## src/rtl/axim_write_burst_gen.sv

```systemverilog
// axim_write_burst_gen: AXI write-master pattern generator, NUM_BURSTS incrementing bursts of incrementing data per run.
// Latency: busy 4 clk after start_trigger rises, AW/W valid 1 clk later; next burst 1 clk after accepted bresp.
// Backpressure: valids held with stable payload until ready; one burst outstanding. Optional: AXIM_WR_ABORT_ON_ERR_EN.
module axim_write_burst_gen #(
  parameter int DATA_W     = 16,
  parameter int ADDR_W     = 25,
  parameter int BURST_LEN  = 32,
  parameter int NUM_BURSTS = 4,
  parameter int START_ADDR = 0,
  parameter int SEED       = 100
) (
  input  logic              clk,
  input  logic              reset_n,
  input  logic              start_trigger,
  output logic              busy_out,
  output logic              done_out,
  output logic              error_out,
  input  logic              axi_awready_in,
  output logic              axi_awvalid_out,
  output logic [7:0]        axi_awlen_out,
  output logic [ADDR_W-1:0] axi_awaddr_out,
  input  logic              axi_wready_in,
  output logic              axi_wvalid_out,
  output logic [DATA_W-1:0] axi_wdata_out,
  output logic              axi_wlast_out,
  output logic              axi_bready_out,
  input  logic              axi_bvalid_in,
  input  logic [1:0]        axi_bresp_in
);

  localparam logic [7:0]        LP_LEN_M1    = 8'(BURST_LEN - 1);
  localparam logic [15:0]       LP_BURSTS_M1 = 16'(NUM_BURSTS - 1);
  localparam logic [ADDR_W-1:0] LP_ADDR_INC  = ADDR_W'(BURST_LEN);
  localparam logic [ADDR_W-1:0] LP_START     = ADDR_W'(START_ADDR);
  localparam logic [DATA_W-1:0] LP_SEED      = DATA_W'(SEED);
  localparam logic [DATA_W-1:0] LP_DATA_ONE  = DATA_W'(1);

  typedef enum logic [1:0] {S_IDLE, S_ISSUE, S_RESP, S_FINISH} state_t;

  state_t              r_state;
  logic                r_sync1, r_sync2, r_sync_d, r_start_edge;
  logic                r_launch, r_busy, r_done, r_error;
  logic                r_awvalid, r_aw_done;
  logic [ADDR_W-1:0]   r_awaddr;
  logic                r_wvalid, r_wlast, r_w_done;
  logic [DATA_W-1:0]   r_wdata;
  logic [7:0]          r_beat_cnt;
  logic                r_bready;
  logic [15:0]         r_burst_cnt;
  logic                w_bresp_err, w_end_run;

  // Synchronise the asynchronous trigger and register its rising edge
  always_ff @(posedge clk or negedge reset_n) begin
    if (!reset_n) begin
      r_sync1      <= 1'b0;
      r_sync2      <= 1'b0;
      r_sync_d     <= 1'b0;
      r_start_edge <= 1'b0;
    end else begin
      r_sync1      <= start_trigger;
      r_sync2      <= r_sync1;
      r_sync_d     <= r_sync2;
      r_start_edge <= r_sync2 & ~r_sync_d;
    end
  end

  // Decide whether the response being accepted ends the run
  always_comb begin
    w_bresp_err = (axi_bresp_in != 2'b00);
`ifdef AXIM_WR_ABORT_ON_ERR_EN
    w_end_run = (r_burst_cnt == '0) || w_bresp_err;
`else
    w_end_run = (r_burst_cnt == '0);
`endif
  end

  // Run control plus the AW and W channel sub-machines, all outputs registered
  always_ff @(posedge clk or negedge reset_n) begin
    if (!reset_n) begin
      r_state     <= S_IDLE;
      r_launch    <= 1'b0;
      r_busy      <= 1'b0;
      r_done      <= 1'b0;
      r_error     <= 1'b0;
      r_awvalid   <= 1'b0;
      r_aw_done   <= 1'b0;
      r_awaddr    <= LP_START;
      r_wvalid    <= 1'b0;
      r_wlast     <= 1'b0;
      r_w_done    <= 1'b0;
      r_wdata     <= LP_SEED;
      r_beat_cnt  <= '0;
      r_bready    <= 1'b0;
      r_burst_cnt <= '0;
    end else begin
      r_done <= 1'b0;
      case (r_state)
        S_IDLE: begin
          if (r_start_edge) begin
            r_error     <= 1'b0;
            r_awaddr    <= LP_START;
            r_wdata     <= LP_SEED;
            r_burst_cnt <= LP_BURSTS_M1;
            r_busy      <= 1'b1;
            r_launch    <= 1'b1;
            r_state     <= S_ISSUE;
          end
        end
        S_ISSUE: begin
          if (r_launch) begin
            // First cycle of a burst: raise both valids together
            r_launch   <= 1'b0;
            r_awvalid  <= 1'b1;
            r_aw_done  <= 1'b0;
            r_wvalid   <= 1'b1;
            r_wlast    <= (BURST_LEN == 1);
            r_beat_cnt <= LP_LEN_M1;
            r_w_done   <= 1'b0;
          end else begin
            if (r_awvalid && axi_awready_in) begin
              r_awvalid <= 1'b0;
              r_aw_done <= 1'b1;
            end
            if (r_wvalid && axi_wready_in) begin
              r_wdata <= r_wdata + LP_DATA_ONE;
              if (r_wlast) begin
                r_wvalid <= 1'b0;
                r_wlast  <= 1'b0;
                r_w_done <= 1'b1;
              end else begin
                r_beat_cnt <= r_beat_cnt - 8'd1;
                r_wlast    <= (r_beat_cnt == 8'd1);
              end
            end
            if (r_aw_done && r_w_done) begin
              r_bready <= 1'b1;
              r_state  <= S_RESP;
            end
          end
        end
        S_RESP: begin
          if (axi_bvalid_in) begin
            r_bready <= 1'b0;
            if (w_bresp_err) r_error <= 1'b1;
            if (w_end_run) begin
              r_state <= S_FINISH;
            end else begin
              r_burst_cnt <= r_burst_cnt - 16'd1;
              r_awaddr    <= r_awaddr + LP_ADDR_INC;
              r_launch    <= 1'b1;
              r_state     <= S_ISSUE;
            end
          end
        end
        S_FINISH: begin
          r_done  <= 1'b1;
          r_busy  <= 1'b0;
          r_state <= S_IDLE;
        end
        default: r_state <= S_IDLE;
      endcase
    end
  end

  assign busy_out        = r_busy;
  assign done_out        = r_done;
  assign error_out       = r_error;
  assign axi_awvalid_out = r_awvalid;
  assign axi_awlen_out   = LP_LEN_M1;
  assign axi_awaddr_out  = r_awaddr;
  assign axi_wvalid_out  = r_wvalid;
  assign axi_wdata_out   = r_wdata;
  assign axi_wlast_out   = r_wlast;
  assign axi_bready_out  = r_bready;

endmodule

```

## config.mk

```make
export PLATFORM = sky130hd
export DESIGN_NAME = axim_write_burst_gen
export DESIGN_NICKNAME = d
export VERILOG_FILES = /design/src/rtl/axim_write_burst_gen.sv
export SDC_FILE = /design/constraint.sdc
export NUM_CORES = 1
export LEC_CHECK = 0
export BUFFER_PORTS_ARGS = -buffer_cell sky130_fd_sc_hd__buf_4
export CORE_MARGIN = 8
export CORE_UTILIZATION = 30
export DETAILED_ROUTE_END_ITERATION = 16
export HOLD_SLACK_MARGIN = 0.06
export PLACE_DENSITY = 0.44
export SLEW_MARGIN = 0
export SYNTH_ARGS = -nofsm -noshare
export SYNTH_HDL_FRONTEND = slang
export SYNTH_SLANG_ARGS = --single-unit
```

## constraint.sdc

```tcl
create_clock -name clk -period 2.5 [get_ports clk]
set_clock_uncertainty 0.1 [all_clocks]
set_input_delay 0.375 -clock clk [delete_from_list [all_inputs] [get_ports clk]]
set_output_delay 0.375 -clock clk [all_outputs]
set_load 0.005 [all_outputs]
```

---- Word-level counts from Yosys, hierarchy flattened ----
Index checks and enable logic that the tools add are counted.
operators by class
  $lt $le $gt $ge ......................... 0
  bitwise logic cells ..................... 2
  add/subtract/negate cells ............... 4
  equal/unequal tests ..................... 12
  multipliers ............................. 0
  divide/modulo/power cells ............... 0
  shift operators ......................... 0
  muxes and demuxes ....................... 48
  reductions and logical operators ........ 25
operators by type and width
  kind                                                number
  two-way mux 16 bit                                  6
  two-way mux 25 bit                                  3
  one-hot mux 16 bit (2 select lines)                 2
  one-hot mux 25 bit (2 select lines)                 1
  adder 25 x 6 -> 25 bit, second input constant       1
  two-way mux 8 bit                                   3
  AND reduction 4 bit                                 6
  two-way mux 1 bit                                   23
  adder 16 x 1 -> 16 bit, second input constant       1
  zero test 16 bit                                    1
  inequality test 2 bit, second input constant        8
  nonzero test 2 bit                                  8
  subtractor 16 x 1 -> 16 bit, second input constant  1
  two-way mux 2 bit                                   5
  == test 8 x 1 -> 1 bit, second input constant       1
  one-hot mux 2 bit (4 select lines)                  1
  subtractor 8 x 1 -> 8 bit, second input constant    1
  one-hot mux 1 bit (2 select lines)                  3
  AND reduction 2 bit                                 3
  AND reduction 3 bit                                 2
  == test 2 bit, second input constant                2
  logical AND 1 bit                                   3
  one-hot mux 1 bit (3 select lines)                  1
  nonzero test 3 bit                                  1
  4 further kinds                                     4
storage, ports and cells
  bits in read-only memories .............. 0
  input bits .............................. 8
  RAM bits ................................ 0
  latch bits .............................. 0
  memories kept ........................... 0
  bits in registers ....................... 81

---- Logic depth before layout (Yosys ltp) ----
Gate-level depths: netlist (run 1).
  depth in word-level cells ............... 4
  depth in mapped cells ................... 9

---- Worst setup path after synthesis (run 1) ----
OpenSTA, ideal clock, no wires.
  kind .................................... reg-to-reg
  start point ............................. register r_burst_cnt[0]
  end point ............................... register r_awaddr[18], in the netlist axi_awaddr_out[18]
  period minus slack after synthesis ...... 2.171 ns
  setup slack ............................. 0.329 ns
  library setup time ...................... 0.132 ns
  arrival ................................. 1.939 ns
  cell stages (with the launch flop) ...... 10
  cell sequence ........................... dfrtp_1 -> inv_1 -> ha_1 -> or3b_2 -> or2_1 -> buf_6 -> buf_6 -> o2111ai_2 -> xor2_1 -> nor2_1
between the ends
  cells in the longest elaborated chain, start to end .. 3
RTL lines
  element                                 RTL line  source
  start, declared                         49        logic [15:0] r_burst_cnt;
  start signal, assigned                  148       r_burst_cnt <= r_burst_cnt - 16'd1;
  zero test 16 bit                        73        w_end_run = (r_burst_cnt == '0);
  inequality test 2 bit (no source line)  -
  AND reduction 4 bit (no source line)    -
  end signal, assigned                    149       r_awaddr <= r_awaddr + LP_ADDR_INC;
  end, declared                           44        logic [ADDR_W-1:0] r_awaddr;
Every way passes these cells.
A chain may end at the register's enable or synchronous reset.

---- Worst setup path after layout (run 1) ----
  start point ............................. register r_burst_cnt[0]
  end point ............................... register r_awaddr[14], in the netlist axi_awaddr_out[14]
The elaborated chain is that of the path after synthesis.

==> qor.yml, run 1 <==
status: "finished clean"
fp-row-count: 42
final_nets: 477
drive_gt1_share_pct: 22.2
clockRootBuffer: "clkbuf_16"
ir_worst_vdd_mv: 0.454
period_needed_ns: 2.33
yosysWarningCount: 0
crit_type: "reg -> reg"
antenna_found_initial: 0
synthDominantCellAreaShare_pct: 46.2
reg2regPathDepth: 8
ys_seq_elements: 76
worst_ep_arrival_time_ns: 2.46
finalCritPeriodShare_pct: 93.3
crit_family: "simple AND/OR/NAND/NOR gates"
r2r_setup_slack_ns: 0.17
drt_iter0_markers: 137
synth_mux_area_share_pct: 0.348
powerDensity_nw_per_um2: 804
yosysTopAreaCell: "dfrtp_1"
via_count: 3094
clk_pin_slew_ns: 0.06
ys_async_sr_fraction_pct: 100
grt_pass1_wl_mm: 15.6
viasPerCell: 4.80
drc: 0
cts_tree: "yes"
hpwl_mm: 6.72
hp-class: "in -> reg"
ioPinCount: 64
htreeDepth: 3
hold_path_end: "r_aw_done"
gr-usage-met1_pct: 15.0
ys.flop_type: "dfrtp_1"
synth_cells: 405
worstPathMaxFanout: 11
reg2reg_from: "r_burst_cnt[0]"
dieArea_um2: 17100
cap_violations: 0
post-place-ws_ns: 0.0638
clock_latency_ns: 0.34
routabilityCongestion: 0.752
initial_core_util_pct: 30.3
crit_path_start_kind: "flop"
fmax_mhz: 429
core_um2: 13000
rsz0062_at_grt: "false"
fillers: 1368
busiest_layer: "met2"
synth-simple-area-share_pct: 23.0
die_x_um: 131
relSlewSlack_pct: 55.7
timing.final.ws_setup_ns: 0.168
fin_setup_tns_ns: 0
wl_per_cell_um: 14.7
synthXorXnorAreaFrac_pct: 8.64
clock-sinks: 76
io_buffers: 50
grtUsageTotal_pct: 11.9
ant_nets: 0
hold_depth: 3
yosys-top-cells-area: "dfrtp_1 (46%), xor2_1 (6.9%), nor2_1 (5.0%)"
clock_path_buffers: 2
r2r-end: "axi_awaddr_out[14]"
worst_setup_path_end_kind: "flop"
slowest_delay_ns: 0.49
yosysUniqueCellTypes: 51
setup_viol: 0
synth_compound_area_share_pct: 12.7
area_growth_pct: 23.1
numCtsBuffers: 9
die_y_um: 131
ys_seq_area_share_pct: 48.2
synth-edff-count: 0
crit_buf_inv: 2
worst_slew_pin_slew_ns: 0.651
hold_viol: 0
worstPathRequired_ns: 2.63
syn_area_per_cell_um2: 9.76
path_cells: "inv_1, ha_1, or3b_2, or2_4, buf_4, o2111ai_1, xor2_1, nor2_1"
drt-pass1-iter-count: 5
power_uw: 3910
synth_area_um2: 3950
overflow: 0
synth_top_family_by_area: "simple AND/OR/NAND/NOR gates"
met3_usage_pct: 3.33
grtUsageMet2_pct: 18.5
min_from: "axi_awready_in"
cpMaxStageDelayCell: "or3b_2"
routed_wirelength_mm: 9.51
slew_viol_final: 0
post_cts_buffers: 0
grt_max_degree: 44
num_antenna_cells: 0
synth_fa_ha_area_share_pct: 1.58
leakage_uw: 0.00220
grt_pass1_vias: 3032
-- how the worst max path moves through the flow --
stage / end / startpoint / cells after the start / slack (ns)
global route: axi_awaddr_out[14] / r_burst_cnt[0] / 8 / 0.01
finish: axi_awaddr_out[14] / r_burst_cnt[0] / 8 / 0.17
floorplan: axi_awaddr_out[18] / r_burst_cnt[0] / 9 / 0.33
CTS: axi_awaddr_out[14] / r_burst_cnt[0] / 8 / 0.05
global placement: axi_awaddr_out[17] / r_burst_cnt[0] / 8 / 0.13
detailed placement: axi_awaddr_out[17] / r_burst_cnt[0] / 8 / 0.06
-- Yosys cell counts (6+ instances only) --
master     number
or4_1           9
and3_1          6
nand4_1        15
nand2_1        35
nor2_1         53
nand3_1         7
buf_4          14
o21ai_1         6
o2111ai_1       6
xor2_1         31
nor4_1          6
inv_1           9
or3_1           8
a21oi_1        16
o21ai_0        18
clkbuf_1        8
nor3_1          7
dfrtp_1        73
xnor2_1         8
-- cell type report --
type	instances	area [um^2]	area share, %
Clock inverter	6	88.8	1.83
Inverter	9	33.8	0.694
Sequential cell	76	1910	39.2
Timing Repair Buffer	65	505	10.4
Multi-Input combinational cell	303	1880	38.7
Clock buffer	10	229	4.71
Tap cell	176	220	4.53
-- cell families after synthesis --
logic type                 count (synthesis)
and+or+nand+nor                          174
DFF                                       76
AOI/OAI and AO/OA                         71
xor gates and xnor gates                  39
buffers and inverters                     37
adders and majority gates                  5
other                                      2
muxes                                      1
-- layer usage --
layer,share of wire [%],up-vias,wire [um]
met4,1.9,0,177
met2,47,67,4430
met3,5.7,12,540
li1,-,1532,-
met5,0,-,0
met1,46,1483,4360
-- registers in the layout, indices dropped and copies added, names as in the netlist --
signal and flops:
r_beat_cnt 8, busy_out 1, r_state 2, r_w_done 1
r_sync1 1, axi_bready_out 1, r_launch 1, error_out 1
axi_wlast_out 1, axi_awaddr_out 20, r_aw_done 1, r_sync2 1
axi_wdata_out 16, r_burst_cnt 16, axi_awvalid_out 1, r_sync_d 1
axi_wvalid_out 1, done_out 1, r_start_edge 1
-- cell usage in the layout, fill, tap and decap left out, types with 7 or more instances in the layout --
| cell | instances |
|---|---|
| xnor2_1 | 8 |
| nor3_1 | 7 |
| inv_1 | 9 |
| buf_4 | 62 |
| or3_1 | 8 |
| nand4_1 | 15 |
| or4_1 | 9 |
| xor2_1 | 31 |
| dfrtp_1 | 73 |
| nand3_1 | 7 |
| nor2_1 | 52 |
| o21ai_0 | 18 |
| clkbuf_16 | 9 |
| nand2_1 | 35 |
| conb_1 | 13 |
| a21oi_1 | 16 |
-- per-stage QoR --
step	utilization (%)	instances	hold slack, ns	area (um^2)
floorplan	-	416	-0.0206	4000
global placement	34.7	627	0.233	4530
detailed placement	34.7	627	0.238	4530
CTS	37.3	645	0.180	4860
global route	37.3	645	0.205	4870
finish	37.3	645	0.201	4870
-- power breakdown --
| part | switching [uW] | total, uW | internal (uW) | leakage [uW] |
|---|---|---|---|---|
| clock | 519 | 1390 | 874 | 0.000149 |
| combinational | 550 | 912 | 362 | 0.00106 |
| sequential | 198 | 1610 | 1410 | 0.000992 |
-- repair_timing --
action,4_1_cts,5_1_grt
hold buffers,2,0
hold endpoints to repair,34,0
endpoints found under the setup margin,0,7
resized for setup,0,1
-- worst register-to-register path: stages (launching register included) --
cell	delay, ns
dfrtp_1	0.38
inv_1	0.10
ha_1	0.16
or3b_2	0.49
or2_4	0.33
buf_4	0.21
o2111ai_1	0.23
xor2_1	0.17
nor2_1	0.05
(Power assumes the default switching activity.)
==> run 2, diff against run 1 <==
RECOVER_POWER = 100   (was not set)
==> run 2 against run 1 <==
Non-clock buffer count did not move. Clock-buffer cell count stayed put. Hold slack worse by 0.0015 ns. Combinational power is 5.3% lower. Die area unchanged. Sequential share of layout area grew 0.75 points. Flip-flop and latch count is the same.
==> qor.yml, run 2 (synthesis results as in run 1) <==
clockRootBuffer: "clkbuf_16"
wl_per_cell_um: 14.7  # -0.49%
p_sw_share_pct: 32.4  # about the same
crit_type: "reg -> reg"
core_um2: 13000  # unchanged
fmax_mhz: 433  # +1.0%
fin_setup_tns_ns: 0  # unchanged
stdcell_count: 645  # unchanged
routed_wirelength_mm: 9.46  # -0.49%
hold_depth: 3  # unchanged
htreeDepth: 3  # unchanged
combPwrFrac_pct: 22.4  # -0.9 points
status: "finished clean"
num_antenna_cells: 0  # unchanged
worst_slew_pin_slew_ns: 0.873  # +0.222 ns
viasPerCell: 4.75  # -1.0%
pwr-share-clk_pct: 36.1  # +0.5 points
overflow: 0  # unchanged
drt-pass1-iter-count: 4  # -1
path_cells: "inv_1, ha_1, or3b_2, or2_4, buf_4, o2111ai_1, xor2_1, nor2_1"
clock_latency_ns: 0.34  # about the same
period_needed_ns: 2.31  # -0.0238 ns
switchingPower_uw: 1250  # -1.4%
fin_area_um2: 4770  # -1.9%
fin_util_pct: 36.6  # -0.70 points
clk_pin_slew_ns: 0.06  # about the same
post_cts_buffers: 0  # unchanged
final_nets: 477  # unchanged
fp-row-count: 42  # unchanged
powerDensity_nw_per_um2: 808  # +0.56%
relSlewSlack_pct: 41.8  # -14 points
grt_max_degree: 44  # unchanged
worst_ep_arrival_time_ns: 2.44  # -0.02 ns
hp-class: "in -> reg"
setup_viol: 0  # unchanged
slew_viol_final: 0  # unchanged
grtUsageTotal_pct: 11.9  # unchanged
ir_worst_vdd_mv: 0.451  # -0.62%
rsz0062_at_grt: "false"
antenna_found_initial: 0  # unchanged
worstPathRequired_ns: 2.63  # about the same
largest_reg_flops: 20  # unchanged
cpMaxStageDelayCell: "or3b_2"
die_x_um: 131  # unchanged
reg2regPathDepth: 8  # unchanged
area_growth_pct: 20.8
final_common_cell: "dfrtp_1"
grt_pass1_wl_mm: 15.6  # unchanged
die_y_um: 131  # unchanged
finalCritPeriodShare_pct: 92.3  # -0.95 points
hpwl_mm: 6.72  # unchanged
dp.cells: 627  # unchanged
hold_viol: 0  # unchanged
grt_pass1_vias: 3032  # unchanged
drc: 0  # unchanged
drt_iter0_markers: 147  # +7.3%
crit_path_start_kind: "flop"
leakage_uw: 0.00211  # -4.3%
slowest_delay_ns: 0.49  # about the same
clock-sinks: 76  # unchanged
routabilityCongestion: 0.752  # unchanged
cap_violations: 0  # unchanged
worstPathMaxFanout: 11  # unchanged
initial_core_util_pct: 30.3  # unchanged
cts_tree: "yes"
ioPinCount: 64  # unchanged
final_cell_mix: "dfrtp_1 (73), nor2_1 (52), clkbuf_4 (37)"
internal-power_uw: 2610  # -1.3%
worst_setup_path_end_kind: "flop"
io_buffers: 50  # unchanged
numCtsBuffers: 9  # unchanged
clock_path_buffers: 2  # unchanged
dieArea_um2: 17100  # unchanged
dpl_cell_area_um2: 4530  # unchanged
ant_nets: 0  # unchanged
drive_gt1_share_pct: 17.9  # -4.3 points
pwr-share-seq_pct: 41.5  # +0.4 points
via_count: 3063  # -1.0%
==> run 2: cell count changes in the layout (fill, tap and decap cells not counted), sizes merged <==
cell    previous run  this run
buf               63        15
clkbuf            10        58
==> run 2: path summary, 6_finish.rpt <==
path	start	to	slack, ns
worst max-delay path	r_burst_cnt[0]	axi_awaddr_out[14]	0.19
worst min-delay path	axi_awready_in	r_aw_done	0.20
worst max register to register	r_burst_cnt[0]	axi_awaddr_out[14]	0.19
worst min register to register	r_sync1	r_sync2	0.25
max in group asynchronous	reset_n	axi_awaddr_out[15]	0.54
min in group asynchronous	reset_n	r_beat_cnt[2]	0.57
==> run 2: what timing repair did <==
action | 4_1_cts | 5_1_grt
hold endpoints to repair | 34 | 0
resized for setup | 0 | 1
setup endpoints to repair | 0 | 7
hold buffers | 2 | 0
==> run 2: metal layers <==
metal	GRT usage, %	vias to the layer above	part of all wire [%]
li1	-	1531	-
met4	5.47	0	1.8
met5	0	-	0
met1	15.0	1458	46
met2	18.5	62	46
met3	3.33	12	5.8
==> run 2: layout make-up <==
type | count | area [um^2]
Fill cell | 1383 | 8260
Sequential cell | 76 | 1910
Multi-Input combinational cell | 303 | 1840
Timing Repair Buffer | 65 | 454
Clock buffer | 10 | 229
Tap cell | 176 | 220
Clock inverter | 6 | 88.8
Inverter | 9 | 33.8
==> run 2: power by group through the flow <==
stage	combinational (uW)	clock (uW)	sequential [uW]
6_report	864	1390	1600
4_1_cts	929	1450	1610
2_1_floorplan	632	0	1560
3_5_place_dp	925	0	1630
3_3_place_gp	920	0	1620
5_1_grt	991	1490	1640
==> run 2: critical path: cells and delay by family (launching register included) <==
kind	cells	cell delay [ns]
xor gates and xnor gates	1	0.17
adders and majority gates	1	0.16
and+or+nand+nor	3	0.87
buffers and inverters	2	0.29
DFF	1	0.38
AOI/OAI and AO/OA	1	0.22
==> run 2: stage by stage <==
stage                     setup WS [ns]  hold WS, ns  power (uW)
after global placement            0.129        0.233        2550
final                             0.192        0.199        3860
after CTS                        0.0484        0.180        3990
after floorplan                   0.329      -0.0206        2200
after detailed placement         0.0638        0.238        2550
after global routing             0.0306        0.205        4120
